===== src/rtl/ddr_mc_burst_arbiter_if.sv =====
// Bundle of client-side and ddr_controller-side signals for the N-client burst arbiter.
// err_timeout exists only when DDR_ARB_TIMEOUT_EN is defined.
interface ddr_mc_burst_arbiter_if #(
    parameter int NUM_CLIENTS    = 4,
    parameter int DDR_DATA_WIDTH = 128,
    parameter int DDR_ADDR_WIDTH = 28,
    parameter int CL_DATA_WIDTH  = 32,
    parameter int LEN_WIDTH      = 10
);
    localparam int CIW = (NUM_CLIENTS > 1) ? $clog2(NUM_CLIENTS) : 1;

    logic [NUM_CLIENTS-1:0]                cl_req;
    logic [NUM_CLIENTS-1:0]                cl_wr;
    logic [NUM_CLIENTS*DDR_ADDR_WIDTH-1:0] cl_addr;
    logic [NUM_CLIENTS*LEN_WIDTH-1:0]      cl_len;
    logic [NUM_CLIENTS*CL_DATA_WIDTH-1:0]  cl_wdata;
    logic [NUM_CLIENTS-1:0]                cl_ack;
    logic [NUM_CLIENTS-1:0]                cl_wdata_req;
    logic [CL_DATA_WIDTH-1:0]              cl_rdata;
    logic [NUM_CLIENTS-1:0]                cl_rvalid;
    logic [NUM_CLIENTS-1:0]                cl_done;
    logic                                  busy;
    logic [CIW-1:0]                        cur_client;

    logic                                  rd_burst_req;
    logic                                  wr_burst_req;
    logic [LEN_WIDTH-1:0]                  rd_burst_len;
    logic [LEN_WIDTH-1:0]                  wr_burst_len;
    logic [DDR_ADDR_WIDTH-1:0]             rd_burst_addr;
    logic [DDR_ADDR_WIDTH-1:0]             wr_burst_addr;
    logic [DDR_DATA_WIDTH-1:0]             wr_burst_data;
    logic [DDR_DATA_WIDTH-1:0]             rd_burst_data;
    logic                                  rd_burst_data_valid;
    logic                                  wr_burst_data_req;
    logic                                  rd_burst_finish;
    logic                                  wr_burst_finish;
`ifdef DDR_ARB_TIMEOUT_EN
    logic                                  err_timeout;
`endif

    // Arbiter view: serves the clients, drives the ddr_controller burst port.
    modport slave (
        input  cl_req, cl_wr, cl_addr, cl_len, cl_wdata,
        output cl_ack, cl_wdata_req, cl_rdata, cl_rvalid, cl_done, busy, cur_client,
        output rd_burst_req, wr_burst_req, rd_burst_len, wr_burst_len,
        output rd_burst_addr, wr_burst_addr, wr_burst_data,
        input  rd_burst_data, rd_burst_data_valid, wr_burst_data_req,
        input  rd_burst_finish, wr_burst_finish
`ifdef DDR_ARB_TIMEOUT_EN
        , output err_timeout
`endif
    );

    // Environment view: the clients plus the ddr_controller.
    modport master (
        output cl_req, cl_wr, cl_addr, cl_len, cl_wdata,
        input  cl_ack, cl_wdata_req, cl_rdata, cl_rvalid, cl_done, busy, cur_client,
        input  rd_burst_req, wr_burst_req, rd_burst_len, wr_burst_len,
        input  rd_burst_addr, wr_burst_addr, wr_burst_data,
        output rd_burst_data, rd_burst_data_valid, wr_burst_data_req,
        output rd_burst_finish, wr_burst_finish
`ifdef DDR_ARB_TIMEOUT_EN
        , input err_timeout
`endif
    );
endinterface


===== src/rtl/ddr_mc_burst_arbiter.sv =====
// Round-robin arbiter of NUM_CLIENTS burst requesters onto one ddr_controller port.
// Optional burst watchdog with sticky err_timeout: define DDR_ARB_TIMEOUT_EN.
module ddr_mc_burst_arbiter #(
    parameter int NUM_CLIENTS    = 4,
    parameter int DDR_DATA_WIDTH = 128,
    parameter int DDR_ADDR_WIDTH = 28,
    parameter int CL_DATA_WIDTH  = 32,
    parameter int LEN_WIDTH      = 10,
    parameter int MAX_BURST      = 128,
    parameter int TIMEOUT_CYCLES = 4096
) (
    input  logic                     mem_clk,
    input  logic                     rst_n,
    ddr_mc_burst_arbiter_if.slave    bus
);
    localparam int CIW = (NUM_CLIENTS > 1) ? $clog2(NUM_CLIENTS) : 1;

    typedef enum logic [1:0] {ST_IDLE, ST_GRANT, ST_BURST, ST_FINISH} state_t;

    function automatic logic [LEN_WIDTH-1:0] clamp_len(input logic [LEN_WIDTH-1:0] len);
        if (len > LEN_WIDTH'(MAX_BURST)) return LEN_WIDTH'(MAX_BURST);
        return len;
    endfunction

    function automatic logic [DDR_DATA_WIDTH-1:0] widen_wdata(input logic [CL_DATA_WIDTH-1:0] d);
        return DDR_DATA_WIDTH'(d);
    endfunction

    function automatic logic [NUM_CLIENTS-1:0] onehot(input logic [CIW-1:0] idx);
        logic [NUM_CLIENTS-1:0] v;
        v      = '0;
        v[idx] = 1'b1;
        return v;
    endfunction

    // First requester strictly after ptr, wrapping; ptr itself is checked last.
    function automatic logic [CIW-1:0] rr_pick(input logic [NUM_CLIENTS-1:0] req,
                                               input logic [CIW-1:0]         ptr);
        logic [CIW-1:0] pick;
        logic           found;
        int             idx;
        pick  = '0;
        found = 1'b0;
        for (int i = 1; i <= NUM_CLIENTS; i++) begin
            idx = int'(ptr) + i;
            if (idx >= NUM_CLIENTS) idx = idx - NUM_CLIENTS;
            if (!found && req[CIW'(idx)]) begin
                pick  = CIW'(idx);
                found = 1'b1;
            end
        end
        return pick;
    endfunction

    state_t                     r_state;
    state_t                     w_state_nxt;
    logic [CIW-1:0]             r_ptr;
    logic [CIW-1:0]             r_cur;
    logic                       r_wr;
    logic [DDR_ADDR_WIDTH-1:0]  r_addr;
    logic [LEN_WIDTH-1:0]       r_len;
    logic [LEN_WIDTH-1:0]       r_beats;
    logic [NUM_CLIENTS-1:0]     r_ack;
    logic [NUM_CLIENTS-1:0]     r_done;
    logic [NUM_CLIENTS-1:0]     r_rvalid;
    logic [CL_DATA_WIDTH-1:0]   r_rdata;
    logic                       r_rd_req;
    logic                       r_wr_req;
    logic [LEN_WIDTH-1:0]       r_rd_len;
    logic [LEN_WIDTH-1:0]       r_wr_len;
    logic [DDR_ADDR_WIDTH-1:0]  r_rd_addr;
    logic [DDR_ADDR_WIDTH-1:0]  r_wr_addr;
    logic [DDR_DATA_WIDTH-1:0]  r_wdata;

    logic                       w_grant;
    logic                       w_ddr_start;
    logic                       w_burst_end;
    logic                       w_tmo_hit;
    logic                       w_finish_in;
    logic [CIW-1:0]             w_winner;
    logic                       w_unused_rd;

    logic [DDR_ADDR_WIDTH-1:0]  w_addr_arr  [NUM_CLIENTS];
    logic [LEN_WIDTH-1:0]       w_len_arr   [NUM_CLIENTS];
    logic [CL_DATA_WIDTH-1:0]   w_wdata_arr [NUM_CLIENTS];

    for (genvar g = 0; g < NUM_CLIENTS; g++) begin : g_unpack
        assign w_addr_arr[g]  = bus.cl_addr[g*DDR_ADDR_WIDTH +: DDR_ADDR_WIDTH];
        assign w_len_arr[g]   = bus.cl_len[g*LEN_WIDTH +: LEN_WIDTH];
        assign w_wdata_arr[g] = bus.cl_wdata[g*CL_DATA_WIDTH +: CL_DATA_WIDTH];
    end

    // Only the low CL_DATA_WIDTH bits of a read beat reach the clients.
    assign w_unused_rd = &{1'b0, bus.rd_burst_data};

    assign w_winner    = rr_pick(bus.cl_req, r_ptr);
    assign w_finish_in = r_wr ? bus.wr_burst_finish : bus.rd_burst_finish;

`ifdef DDR_ARB_TIMEOUT_EN
    localparam int TW = $clog2(TIMEOUT_CYCLES + 1);
    logic [TW-1:0] r_tmo;
    logic          r_err;

    assign w_tmo_hit = (r_state == ST_BURST) && !w_finish_in &&
                       (r_tmo == TW'(TIMEOUT_CYCLES - 1));

    always_ff @(posedge mem_clk) begin
        if (!rst_n) begin
            r_tmo <= '0;
            r_err <= 1'b0;
        end else begin
            if (r_state == ST_GRANT)      r_tmo <= '0;
            else if (r_state == ST_BURST) r_tmo <= r_tmo + 1'b1;
            if (w_tmo_hit)                r_err <= 1'b1;
        end
    end

    assign bus.err_timeout = r_err;
`else
    assign w_tmo_hit = 1'b0;
`endif

    always_ff @(posedge mem_clk) begin
        if (!rst_n) r_state <= ST_IDLE;
        else        r_state <= w_state_nxt;
    end

    always_comb begin
        w_state_nxt = r_state;
        w_grant     = 1'b0;
        w_ddr_start = 1'b0;
        w_burst_end = 1'b0;
        case (r_state)
            ST_IDLE: begin
                if (|bus.cl_req) begin
                    w_grant     = 1'b1;
                    w_state_nxt = ST_GRANT;
                end
            end
            ST_GRANT: begin
                if (r_len == '0) begin
                    w_state_nxt = ST_FINISH;
                end else begin
                    w_ddr_start = 1'b1;
                    w_state_nxt = ST_BURST;
                end
            end
            ST_BURST: begin
                if (w_finish_in || w_tmo_hit) begin
                    w_burst_end = 1'b1;
                    w_state_nxt = ST_FINISH;
                end
            end
            ST_FINISH: w_state_nxt = ST_IDLE;
            default:   w_state_nxt = ST_IDLE;
        endcase
    end

    // Request latch, DDR command and beat routing
    always_ff @(posedge mem_clk) begin
        if (!rst_n) begin
            r_ptr     <= CIW'(NUM_CLIENTS - 1);
            r_cur     <= '0;
            r_wr      <= 1'b0;
            r_addr    <= '0;
            r_len     <= '0;
            r_beats   <= '0;
            r_ack     <= '0;
            r_done    <= '0;
            r_rvalid  <= '0;
            r_rdata   <= '0;
            r_rd_req  <= 1'b0;
            r_wr_req  <= 1'b0;
            r_rd_len  <= '0;
            r_wr_len  <= '0;
            r_rd_addr <= '0;
            r_wr_addr <= '0;
            r_wdata   <= '0;
        end else begin
            r_ack    <= '0;
            r_done   <= '0;
            r_rvalid <= '0;

            if (w_grant) begin
                r_cur  <= w_winner;
                r_ptr  <= w_winner;
                r_wr   <= bus.cl_wr[w_winner];
                r_addr <= w_addr_arr[w_winner];
                r_len  <= clamp_len(w_len_arr[w_winner]);
                r_ack  <= onehot(w_winner);
            end

            if (r_state == ST_GRANT) r_beats <= '0;

            if (w_ddr_start) begin
                if (r_wr) begin
                    r_wr_req  <= 1'b1;
                    r_wr_len  <= r_len;
                    r_wr_addr <= r_addr;
                end else begin
                    r_rd_req  <= 1'b1;
                    r_rd_len  <= r_len;
                    r_rd_addr <= r_addr;
                end
            end

            if (w_burst_end) begin
                r_rd_req <= 1'b0;
                r_wr_req <= 1'b0;
            end

            if (r_state == ST_BURST) begin
                if (r_wr && bus.wr_burst_data_req) begin
                    r_wdata <= widen_wdata(w_wdata_arr[r_cur]);
                    r_beats <= r_beats + 1'b1;
                end
                // Beats past the latched length are swallowed.
                if (!r_wr && bus.rd_burst_data_valid && (r_beats < r_len)) begin
                    r_rdata  <= bus.rd_burst_data[CL_DATA_WIDTH-1:0];
                    r_rvalid <= onehot(r_cur);
                    r_beats  <= r_beats + 1'b1;
                end
            end

            if ((w_state_nxt == ST_FINISH) && (r_state != ST_FINISH)) r_done <= onehot(r_cur);
        end
    end

    assign bus.cl_ack        = r_ack;
    assign bus.cl_done       = r_done;
    assign bus.cl_rvalid     = r_rvalid;
    assign bus.cl_rdata      = r_rdata;
    assign bus.cl_wdata_req  = ((r_state == ST_BURST) && r_wr && bus.wr_burst_data_req)
                               ? onehot(r_cur) : '0;
    assign bus.busy          = (r_state != ST_IDLE);
    assign bus.cur_client    = r_cur;
    assign bus.rd_burst_req  = r_rd_req;
    assign bus.wr_burst_req  = r_wr_req;
    assign bus.rd_burst_len  = r_rd_len;
    assign bus.wr_burst_len  = r_wr_len;
    assign bus.rd_burst_addr = r_rd_addr;
    assign bus.wr_burst_addr = r_wr_addr;
    assign bus.wr_burst_data = r_wdata;
endmodule

===== src/flat_wrapper.sv =====
// flat-port wrapper written by rule: the top's interface ports become plain ports
module ddr_mc_burst_arbiter_flat 
#(
    parameter int NUM_CLIENTS    = 4,
    parameter int DDR_DATA_WIDTH = 128,
    parameter int DDR_ADDR_WIDTH = 28,
    parameter int CL_DATA_WIDTH  = 32,
    parameter int LEN_WIDTH      = 10,
    parameter int MAX_BURST      = 128,
    parameter int TIMEOUT_CYCLES = 4096
)
  (mem_clk, rst_n, bus_cl_req, bus_cl_wr, bus_cl_addr, bus_cl_len, bus_cl_wdata, bus_cl_ack, bus_cl_wdata_req, bus_cl_rdata, bus_cl_rvalid, bus_cl_done, bus_busy, bus_cur_client, bus_rd_burst_req, bus_wr_burst_req, bus_rd_burst_len, bus_wr_burst_len, bus_rd_burst_addr, bus_wr_burst_addr, bus_wr_burst_data, bus_rd_burst_data, bus_rd_burst_data_valid, bus_wr_burst_data_req, bus_rd_burst_finish, bus_wr_burst_finish);
  ddr_mc_burst_arbiter_if #(.NUM_CLIENTS(NUM_CLIENTS), .DDR_DATA_WIDTH(DDR_DATA_WIDTH), .DDR_ADDR_WIDTH(DDR_ADDR_WIDTH), .CL_DATA_WIDTH(CL_DATA_WIDTH), .LEN_WIDTH(LEN_WIDTH)) bus_i ();
  input  logic mem_clk;
  input  logic rst_n;
  input wire logic [$bits(bus_i.cl_req)-1:0] bus_cl_req;
  input wire logic [$bits(bus_i.cl_wr)-1:0] bus_cl_wr;
  input wire logic [$bits(bus_i.cl_addr)-1:0] bus_cl_addr;
  input wire logic [$bits(bus_i.cl_len)-1:0] bus_cl_len;
  input wire logic [$bits(bus_i.cl_wdata)-1:0] bus_cl_wdata;
  output wire logic [$bits(bus_i.cl_ack)-1:0] bus_cl_ack;
  output wire logic [$bits(bus_i.cl_wdata_req)-1:0] bus_cl_wdata_req;
  output wire logic [$bits(bus_i.cl_rdata)-1:0] bus_cl_rdata;
  output wire logic [$bits(bus_i.cl_rvalid)-1:0] bus_cl_rvalid;
  output wire logic [$bits(bus_i.cl_done)-1:0] bus_cl_done;
  output wire logic [$bits(bus_i.busy)-1:0] bus_busy;
  output wire logic [$bits(bus_i.cur_client)-1:0] bus_cur_client;
  output wire logic [$bits(bus_i.rd_burst_req)-1:0] bus_rd_burst_req;
  output wire logic [$bits(bus_i.wr_burst_req)-1:0] bus_wr_burst_req;
  output wire logic [$bits(bus_i.rd_burst_len)-1:0] bus_rd_burst_len;
  output wire logic [$bits(bus_i.wr_burst_len)-1:0] bus_wr_burst_len;
  output wire logic [$bits(bus_i.rd_burst_addr)-1:0] bus_rd_burst_addr;
  output wire logic [$bits(bus_i.wr_burst_addr)-1:0] bus_wr_burst_addr;
  output wire logic [$bits(bus_i.wr_burst_data)-1:0] bus_wr_burst_data;
  input wire logic [$bits(bus_i.rd_burst_data)-1:0] bus_rd_burst_data;
  input wire logic [$bits(bus_i.rd_burst_data_valid)-1:0] bus_rd_burst_data_valid;
  input wire logic [$bits(bus_i.wr_burst_data_req)-1:0] bus_wr_burst_data_req;
  input wire logic [$bits(bus_i.rd_burst_finish)-1:0] bus_rd_burst_finish;
  input wire logic [$bits(bus_i.wr_burst_finish)-1:0] bus_wr_burst_finish;
  assign bus_i.cl_req = bus_cl_req;
  assign bus_i.cl_wr = bus_cl_wr;
  assign bus_i.cl_addr = bus_cl_addr;
  assign bus_i.cl_len = bus_cl_len;
  assign bus_i.cl_wdata = bus_cl_wdata;
  assign bus_cl_ack = bus_i.cl_ack;
  assign bus_cl_wdata_req = bus_i.cl_wdata_req;
  assign bus_cl_rdata = bus_i.cl_rdata;
  assign bus_cl_rvalid = bus_i.cl_rvalid;
  assign bus_cl_done = bus_i.cl_done;
  assign bus_busy = bus_i.busy;
  assign bus_cur_client = bus_i.cur_client;
  assign bus_rd_burst_req = bus_i.rd_burst_req;
  assign bus_wr_burst_req = bus_i.wr_burst_req;
  assign bus_rd_burst_len = bus_i.rd_burst_len;
  assign bus_wr_burst_len = bus_i.wr_burst_len;
  assign bus_rd_burst_addr = bus_i.rd_burst_addr;
  assign bus_wr_burst_addr = bus_i.wr_burst_addr;
  assign bus_wr_burst_data = bus_i.wr_burst_data;
  assign bus_i.rd_burst_data = bus_rd_burst_data;
  assign bus_i.rd_burst_data_valid = bus_rd_burst_data_valid;
  assign bus_i.wr_burst_data_req = bus_wr_burst_data_req;
  assign bus_i.rd_burst_finish = bus_rd_burst_finish;
  assign bus_i.wr_burst_finish = bus_wr_burst_finish;
  ddr_mc_burst_arbiter #(.NUM_CLIENTS(NUM_CLIENTS), .DDR_DATA_WIDTH(DDR_DATA_WIDTH), .DDR_ADDR_WIDTH(DDR_ADDR_WIDTH), .CL_DATA_WIDTH(CL_DATA_WIDTH), .LEN_WIDTH(LEN_WIDTH), .MAX_BURST(MAX_BURST), .TIMEOUT_CYCLES(TIMEOUT_CYCLES)) u_core (.mem_clk(mem_clk), .rst_n(rst_n), .bus(bus_i));
endmodule

===== config.mk =====
export PLATFORM = sky130hd
export DESIGN_NAME = ddr_mc_burst_arbiter_flat
export DESIGN_NICKNAME = d
export VERILOG_FILES = /design/src/rtl/ddr_mc_burst_arbiter_if.sv /design/src/rtl/ddr_mc_burst_arbiter.sv /design/src/flat_wrapper.sv
export SDC_FILE = /design/constraint.sdc
export NUM_CORES = 1
export LEC_CHECK = 0
export ABC_AREA = 1
export CAP_MARGIN = 15
export CORE_AREA = 4 4 261 263
export CTS_CLUSTER_DIAMETER = 200
export CTS_CLUSTER_SIZE = 10
export DETAILED_ROUTE_END_ITERATION = 8
export DIE_AREA = 0 0 265 267
export DONT_BUFFER_PORTS = 1
export SLEW_MARGIN = 20
export SYNTH_ARGS = -nofsm -noshare
export SYNTH_HDL_FRONTEND = slang
export SYNTH_SLANG_ARGS = --single-unit

===== constraint.sdc =====
create_clock -name mem_clk -period 2.7 [get_ports mem_clk]
set_input_delay 0.54 -clock mem_clk [delete_from_list [all_inputs] [get_ports mem_clk]]
set_output_delay 0.54 -clock mem_clk [all_outputs]
set_load 0.02 [all_outputs]

Word level (Yosys, flattened, before mapping)
Index checks and enable logic that the tools add are counted.
{"block": "classes", "n_addsub": 9, "n_lt_le_gt_ge": 16, "eq_ne": 5, "muxes": 59, "n_bitwise": 4, "reduce_logical": 27}
{"cell": "2-to-1 mux 10 bit", "n": 8}
{"cell": "binary-select mux 32 bit (select 2 bit)", "n": 1}
{"cell": "2-to-1 mux 32 bit", "n": 2}
{"cell": "binary-select mux 28 bit (select 2 bit)", "n": 1}
{"cell": "2-to-1 mux 28 bit", "n": 2}
{"cell": "2-to-1 mux 1 bit", "n": 25}
{"cell": "binary-select mux 10 bit (select 2 bit)", "n": 1}
{"cell": "2-to-1 mux 2 bit", "n": 10}
{"cell": "< comparator 2 x 4 -> 1 bit, second input constant", "n": 4}
{"cell": ">= comparator 3 bit, second input constant", "n": 5}
{"cell": "AND reduction 2 bit", "n": 6}
{"cell": "logical AND 1 bit", "n": 11}
{"cell": "adder 10 x 1 -> 10 bit, second input constant", "n": 1}
{"cell": "binary-select mux 1 bit (select 2 bit)", "n": 5}
{"cell": "greater-than comparator 10 x 8 -> 1 bit, second input constant", "n": 1}
{"cell": "logical NOT 10 bit", "n": 1}
{"cell": "< comparator 10 bit", "n": 1}
{"cell": "case mux 2 bit (4 select lines)", "n": 1}
{"cell": "subtractor 2 x 1 -> 2 bit, second input constant", "n": 4}
{"cell": "adder 2 x 2 -> 3 bit, second input constant", "n": 2}
{"cell": "== test 2 bit, second input constant", "n": 3}
{"cell": "< comparator 2 x 3 -> 1 bit, second input constant", "n": 2}
{"cell": "NOT 2 -> 3 bit", "n": 2}
{"cell": "adder 2 x 3 -> 4 bit, second input constant", "n": 1}
{"cell": "14 further kinds", "n": 20}
{"block": "word_totals", "reg_bits": 209, "out_inout_bits": 257, "elab_cells": 138}

Longest topological paths before layout
{"block": "depth", "depth_word": 25, "ltp_mapped": 19, "depth_no_buf": 19}

Worst setup path after synthesis
No wires, ideal clock.
{"block": "synth_path", "kind": "input to register", "from": "input bus_cl_req[2]", "to": "register u_core.r_addr[6]", "setup_time_ns": 0.116, "arrival_time_ns": 2.098, "path_slack_ns": 0.487, "stages": 17, "path_buffers": 3, "cell_sequence": "nand2_1 nand2_2 nand2_2 nand2_2 nor2_4 nand2_2 nand2_4 nand2_4 buf_6 nand2_1 inv_2 buf_2 buf_6 nand2_1 nand3_1 o221ai_1 inv_2"}
{"block": "synth_via", "elab_chain_len": 17, "elab_cells_between_ends": 32, "cone_classes": "24 x mux; 1 x bitwise; 7 x reduce/logical"}
{"element": "start: declaration", "line": "flat_wrapper.sv:16", "text": "input wire logic [$bits(bus_i.cl_req)-1:0] bus_cl_req;"}
{"element": "binary-select mux 1 bit (select 2 bit)", "line": "ddr_mc_burst_arbiter.sv:47", "text": "if (!found && req[CIW'(idx)]) begin"}
{"element": "2-to-1 mux 1 bit (implied by the code) (2 in a row)", "line": "ddr_mc_burst_arbiter.sv:47"}
{"element": "2-to-1 mux 1 bit", "line": "ddr_mc_burst_arbiter.sv:47"}
{"element": "logical NOT 1 bit", "line": "ddr_mc_burst_arbiter.sv:47"}
{"element": "logical AND 1 bit", "line": "ddr_mc_burst_arbiter.sv:47"}
{"element": "2-to-1 mux 1 bit", "line": "ddr_mc_burst_arbiter.sv:47"}
{"element": "logical NOT 1 bit", "line": "ddr_mc_burst_arbiter.sv:47"}
{"element": "logical AND 1 bit", "line": "ddr_mc_burst_arbiter.sv:47"}
{"element": "2-to-1 mux 1 bit", "line": "ddr_mc_burst_arbiter.sv:47"}
{"element": "logical NOT 1 bit", "line": "ddr_mc_burst_arbiter.sv:47"}
{"element": "logical AND 1 bit", "line": "ddr_mc_burst_arbiter.sv:47"}
{"element": "2-to-1 mux 2 bit", "line": "ddr_mc_burst_arbiter.sv:47"}
{"element": "NOT 2 -> 3 bit (implied by the code)", "line": "ddr_mc_burst_arbiter.sv:188", "text": "r_addr <= w_addr_arr[w_winner];"}
{"element": "binary-select mux 28 bit (select 2 bit)", "line": "ddr_mc_burst_arbiter.sv:188"}
{"element": "2-to-1 mux 28 bit (implied by the code) (2 in a row)", "line": "ddr_mc_burst_arbiter.sv:188"}
{"element": "end signal: assignment", "line": "ddr_mc_burst_arbiter.sv:188"}
{"element": "end: declaration", "line": "ddr_mc_burst_arbiter.sv:60", "text": "logic [DDR_ADDR_WIDTH-1:0] r_addr;"}
Several ways; a longest one is shown, not always the timed one. The select of a mux whose other input is x is not followed.
A chain may end at the register's enable or synchronous reset.

Worst setup path after layout
{"block": "layout_path", "from": "register u_core.r_cur[1] (netlist: u_core.bus.cur_client[1])", "to": "output bus_cl_wdata_req[2]"}
{"block": "layout_via", "elab_chain_len": 5, "elab_cells_between_ends": 6, "cone_classes": "2 x order compare; 3 x mux; 1 x reduce/logical"}
{"element": "start: declaration", "line": "ddr_mc_burst_arbiter.sv:58", "text": "logic [CIW-1:0] r_cur;"}
{"element": "start signal: assignment", "line": "ddr_mc_burst_arbiter.sv:185", "text": "r_cur <= w_winner;"}
{"element": "< comparator 2 x 3 -> 1 bit (implied by the code) / >= comparator 2 x 1 -> 1 bit (equally long branches)", "line": "ddr_mc_burst_arbiter.sv:32", "text": "v[idx] = 1'b1;"}
{"element": "logical AND 1 bit (implied by the code)", "line": "ddr_mc_burst_arbiter.sv:32"}
{"element": "2-to-1 mux 1 bit (implied by the code)", "line": "ddr_mc_burst_arbiter.sv:32"}
{"element": "demux 1 bit (select 2 bit) *"}
{"element": "2-to-1 mux 4 bit *", "line": "ddr_mc_burst_arbiter.sv:234", "text": "? onehot(r_cur) : '0;"}
{"element": "end: declaration", "line": "flat_wrapper.sv:22", "text": "output wire logic [$bits(bus_i.cl_wdata_req)-1:0] bus_cl_wdata_req;"}
Every way passes the cells marked *; elsewhere a longest branch is shown, timed or not.

==> metrics.md <==
| Metric | Value |
|---|---|
| Initial antenna violation count | 5 |
| Max Fclk | slightly below 400 MHz |
| Critical R2R Capture | u_core.r_len[3] |
| Worst vdd ir | 0.0008523 V |
| # DRC | 0 |
| Post-DRT Antenna Nets | 0 |
| Relative slew margins | between 50% and 60% |
| Switching Share | between 40% and 50% |
| Slowest CP cell | dfxtp_1 |
| Worst hold stages | 2 |
| Tightest Pin Transition | 0.6774 ns |
| CTS tree | built |
| Comb power frac | ~49% |
| Synth warn | 0 |
| Sequential power share | about 34% |
| Crit Path Category | reg2out |
| DR pass1 iterations | 5 |
| Hold EP | u_core.bus.cl_rdata[9] |
| Chip Height | approximately 270 um |
| Power Density | ~1300 mW/mm^2 |
| Htree depth | 1 |
| Synth Cell Area | 0.01058 mm^2 |
| Netlist cell types | 40 |
| Setup TNS | 0 ns |
| GRT overflow | 0 |
| Die Width | 265 um |
| Mean Syn Cell Area | approximately 7.1 um^2 |
| Final hold viol count | 0 |
| CTS root buf | clkbuf_16 |
| Core ar. | between 0.06 and 0.07 mm^2 |
| Tot GR Track Use | under 10% |
| Hold slack final | ~0.13 ns |
| Net Switching | 7.945 mW |
| Final Setup Violations | 0 |
| Share of cells above drive strength 1 | between 8 and 9% |
| Routed WL per cell | between 15 and 20 um |
| Row count | 94 |
| Critical Path End Type | output pin |
| Total Nets Final | between 1500 and 2000 |
| I/O Buffers | 0 |
| 1st-iter DRT viols | approximately 480 |
| Reg2reg setup slack | roughly 0.27 ns |
| CP Max Fanout | 7 |
| Clock Pin Slew Worst Setup and Hold Paths | 0.06 ns |
| Die ar. | just over 0.07 mm^2 |
| Vias in the first global route | 8652 |
| Post-layout minimum cycle time | 2.515 ns |
| Hold path start | rst_n |
| Io pins | slightly below 700 |
| Deepest clock path buffer count | 3 |
| Area delta synth->final | 14.51% |
| Clock skew | slightly above 0.02 ns |
| First-pass GRT wire length | ~54 mm |
| Largest net degree at the start of global routing | around 180 |
| Final WL | slightly below 40 mm |
| Internal power | 8.231 mW |
| Mapped Cells | about 1500 |
| Hold bufs inserted after CTS | 0 |
| Hold WC Path Type | in2reg |
| Vias | around 9400 |
| Largest stage delay on the critical path | 0.44 ns |
| Yosys reg bits | 209 |
| Sequential element share of the synthesized area | 39.55% |
| LEAKAGE | roughly 5 nW |
| Critical path's top delay family | buffers and inverters |
| Total CTS buffers | 24 |
| Crit-path cells | clkinv_1 -> nor2_2 -> inv_1 -> nor2_1 -> buf_4 |
| Gpl congestion | ~0.79 |
| Critical Path Start | u_core.bus.cur_client[1] |
| Skew-Pair Late Insertion Delay | roughly 0.55 ns |
| Crit path buf inv count | 3 |
| DP HPWL | just over 30 mm |
| Final Slew Violations | 0 |
| Final critical-path share of the clock period | between 90% and 100% |
| Clk sink count | 209 |
| CP Data Arrival Time | ~2 ns |
| Status | finished, final reports clean |
| Critical Path RT | roughly 2.2 ns |
| MaxCap Viol Count | 0 |
| R2r startpoint | u_core.r_ptr[0] |
| Unrepaired setup endpoints after global routing | false |
| Initial Util | roughly 16% |
| FF-to-FF path depth | 18 |
| Worst setup SP type | register |
| DR vias/cell | about 4.0 |
| Clock Power Share | about 18% |
==> layout by cell type (no fill, tap or decap), types with 5 or more instances in the layout <==
cell type and n:
clkbuf_16 25, ha_1 15, buf_4 41, o221ai_1 20
nor2_2 5, buf_12 7, nand3_1 84, a221oi_1 32
dfxtp_1 207, o211ai_1 11, a21oi_1 138, nand2_1 232
a22oi_1 14, inv_2 10, nor3_1 10, conb_1 96
inv_1 182, o21ai_0 185, nand2_2 11, nor2_1 91
==> per-layer routing <==
layer	up-vias	part of all wire [%]	global-route usage (%)
met1	4239	39	11.83
met5	-	0.10	0
li1	4662	-	-
met3	57	11	4.084
met4	6	3.4	3.312
met2	440	47	16.48
==> how the worst max path moves through the flow <==
stage | end | slack (ns) | depth (start not counted)
6_report | bus_cl_wdata_req[2] | 0.18 | 5
5_1_grt | u_core.r_len[2] | 0.005 | 19
4_1_cts | bus_cl_wdata_req[0] | 0.04 | 6
3_5_place_dp | u_core.r_len[5] | 0.08 | 17
3_3_place_gp | u_core.r_len[5] | 0.09 | 15
2_1_floorplan | u_core.r_addr[6] | 0.49 | 17
==> sequential cells by signal, summed over array words and instances, names as in the netlist, 4 cells and up <==
register                  count
u_core.bus.wr_burst_len      10
u_core.bus.cl_rdata          32
u_core.r_addr                28
u_core.r_len                 10
u_core.r_beats               10
u_core.bus.cl_ack             4
u_core.bus.rd_burst_addr     28
u_core.bus.cl_rvalid          4
u_core.bus.wr_burst_data     32
u_core.bus.rd_burst_len      10
u_core.bus.cl_done            4
u_core.bus.wr_burst_addr     28
==> worst register-to-register path, cell delays in order (launching register included) <==
cell and delay, ns:
dfxtp_1 0.33, buf_6 0.15, nand2_1 0.07, nand2_2 0.08, nand2_2 0.09, nand2_2 0.07, nor2_4 0.13, buf_4 0.13
nand4_4 0.14, nand2_8 0.14, nor2_4 0.05, buf_12 0.15, nand2_1 0.07, nand2_1 0.06, nor2_1 0.13, nand3_1 0.13
o21bai_4 0.24, nand2_1 0.08, a21oi_1 0.12
==> layout make-up <==
type / instances / area, um^2
Multi-Input combinational cell: 987 / 4999
Sequential cell: 209 / 4187
Fill cell: 7483 / 53510
Timing Repair Buffer: 51 / 495.5
Clock inverter: 1 / 16.27
Tap cell: 864 / 1081
Inverter: 194 / 728.2
Clock buffer: 25 / 604.3
Antenna cell: 2 / 5.005
==> power groups by stage <==
stage	logic [mW]	registers (mW)	clock network (mW)
after floorplan	5.29	5.15	0
after global placement	7.46	5.55	0
after detailed placement	7.50	5.54	0
after CTS	7.52	5.49	3.02
after global routing	8.91	5.60	3.10
final	7.88	5.44	2.86
==> Yosys cell counts, drive strengths merged <==
cell	instances	share of area, %
nor4	3	0.18
or2	4	0.24
nor2	100	3.6
a221oi	32	2.6
conb	1	0.035
nand2	246	9.1
dfxtp	209	40
clkinv	2	0.071
nand3	87	4.2
inv	192	6.8
clkbuf	75	2.7
o21ai	188	8.9
o211ai	11	0.78
nor3	10	0.47
o21bai	2	0.25
a21oi	138	6.5
a211oi	3	0.21
xnor2	2	0.17
nand3b	1	0.071
and3	1	0.059
a41o	3	0.28
ha	15	1.8
a21boi	1	0.071
buf	115	8.0
nand4	5	0.44
a22oi	14	0.99
xor2	3	0.25
o221ai	20	1.7
==> kinds of logic (layout without fill, tap and decap cells) <==
group / Yosys count / count (layout) / synth area share, %
AND/OR/NAND/NOR: 457 / 459 / 18.32
AO/OA/AOI/OAI: 412 / 412 / 22.35
buffers and inverters: 384 / 271 / 17.56
flip-flops: 209 / 209 / 39.55
adder cells (fa/ha/maj): 15 / 15 / 1.774
XOR/XNOR: 5 / 5 / 0.4140
other: 1 / 98 / 0.03544
==> per-stage QoR <==
stage	cells	cell area (um^2)	util, %	power, mW	worst slack, ns
2_1_floorplan	1578	10940	-	10.45	0.4866
3_3_place_gp	2292	11330	17.27	13.01	0.08867
3_5_place_dp	2292	11330	17.27	13.04	0.07553
4_1_cts	2318	11950	18.21	16.03	0.04166
5_1_grt	2333	12120	18.46	17.60	0.005099
6_report	2333	12120	18.46	16.18	0.1845
==> repair_timing <==
action | in CTS | in global routing
setup endpoints to repair | 0 | 37
gates resized for setup | 0 | 11
setup buffers | 0 | 10
(Power assumes the default switching activity.)
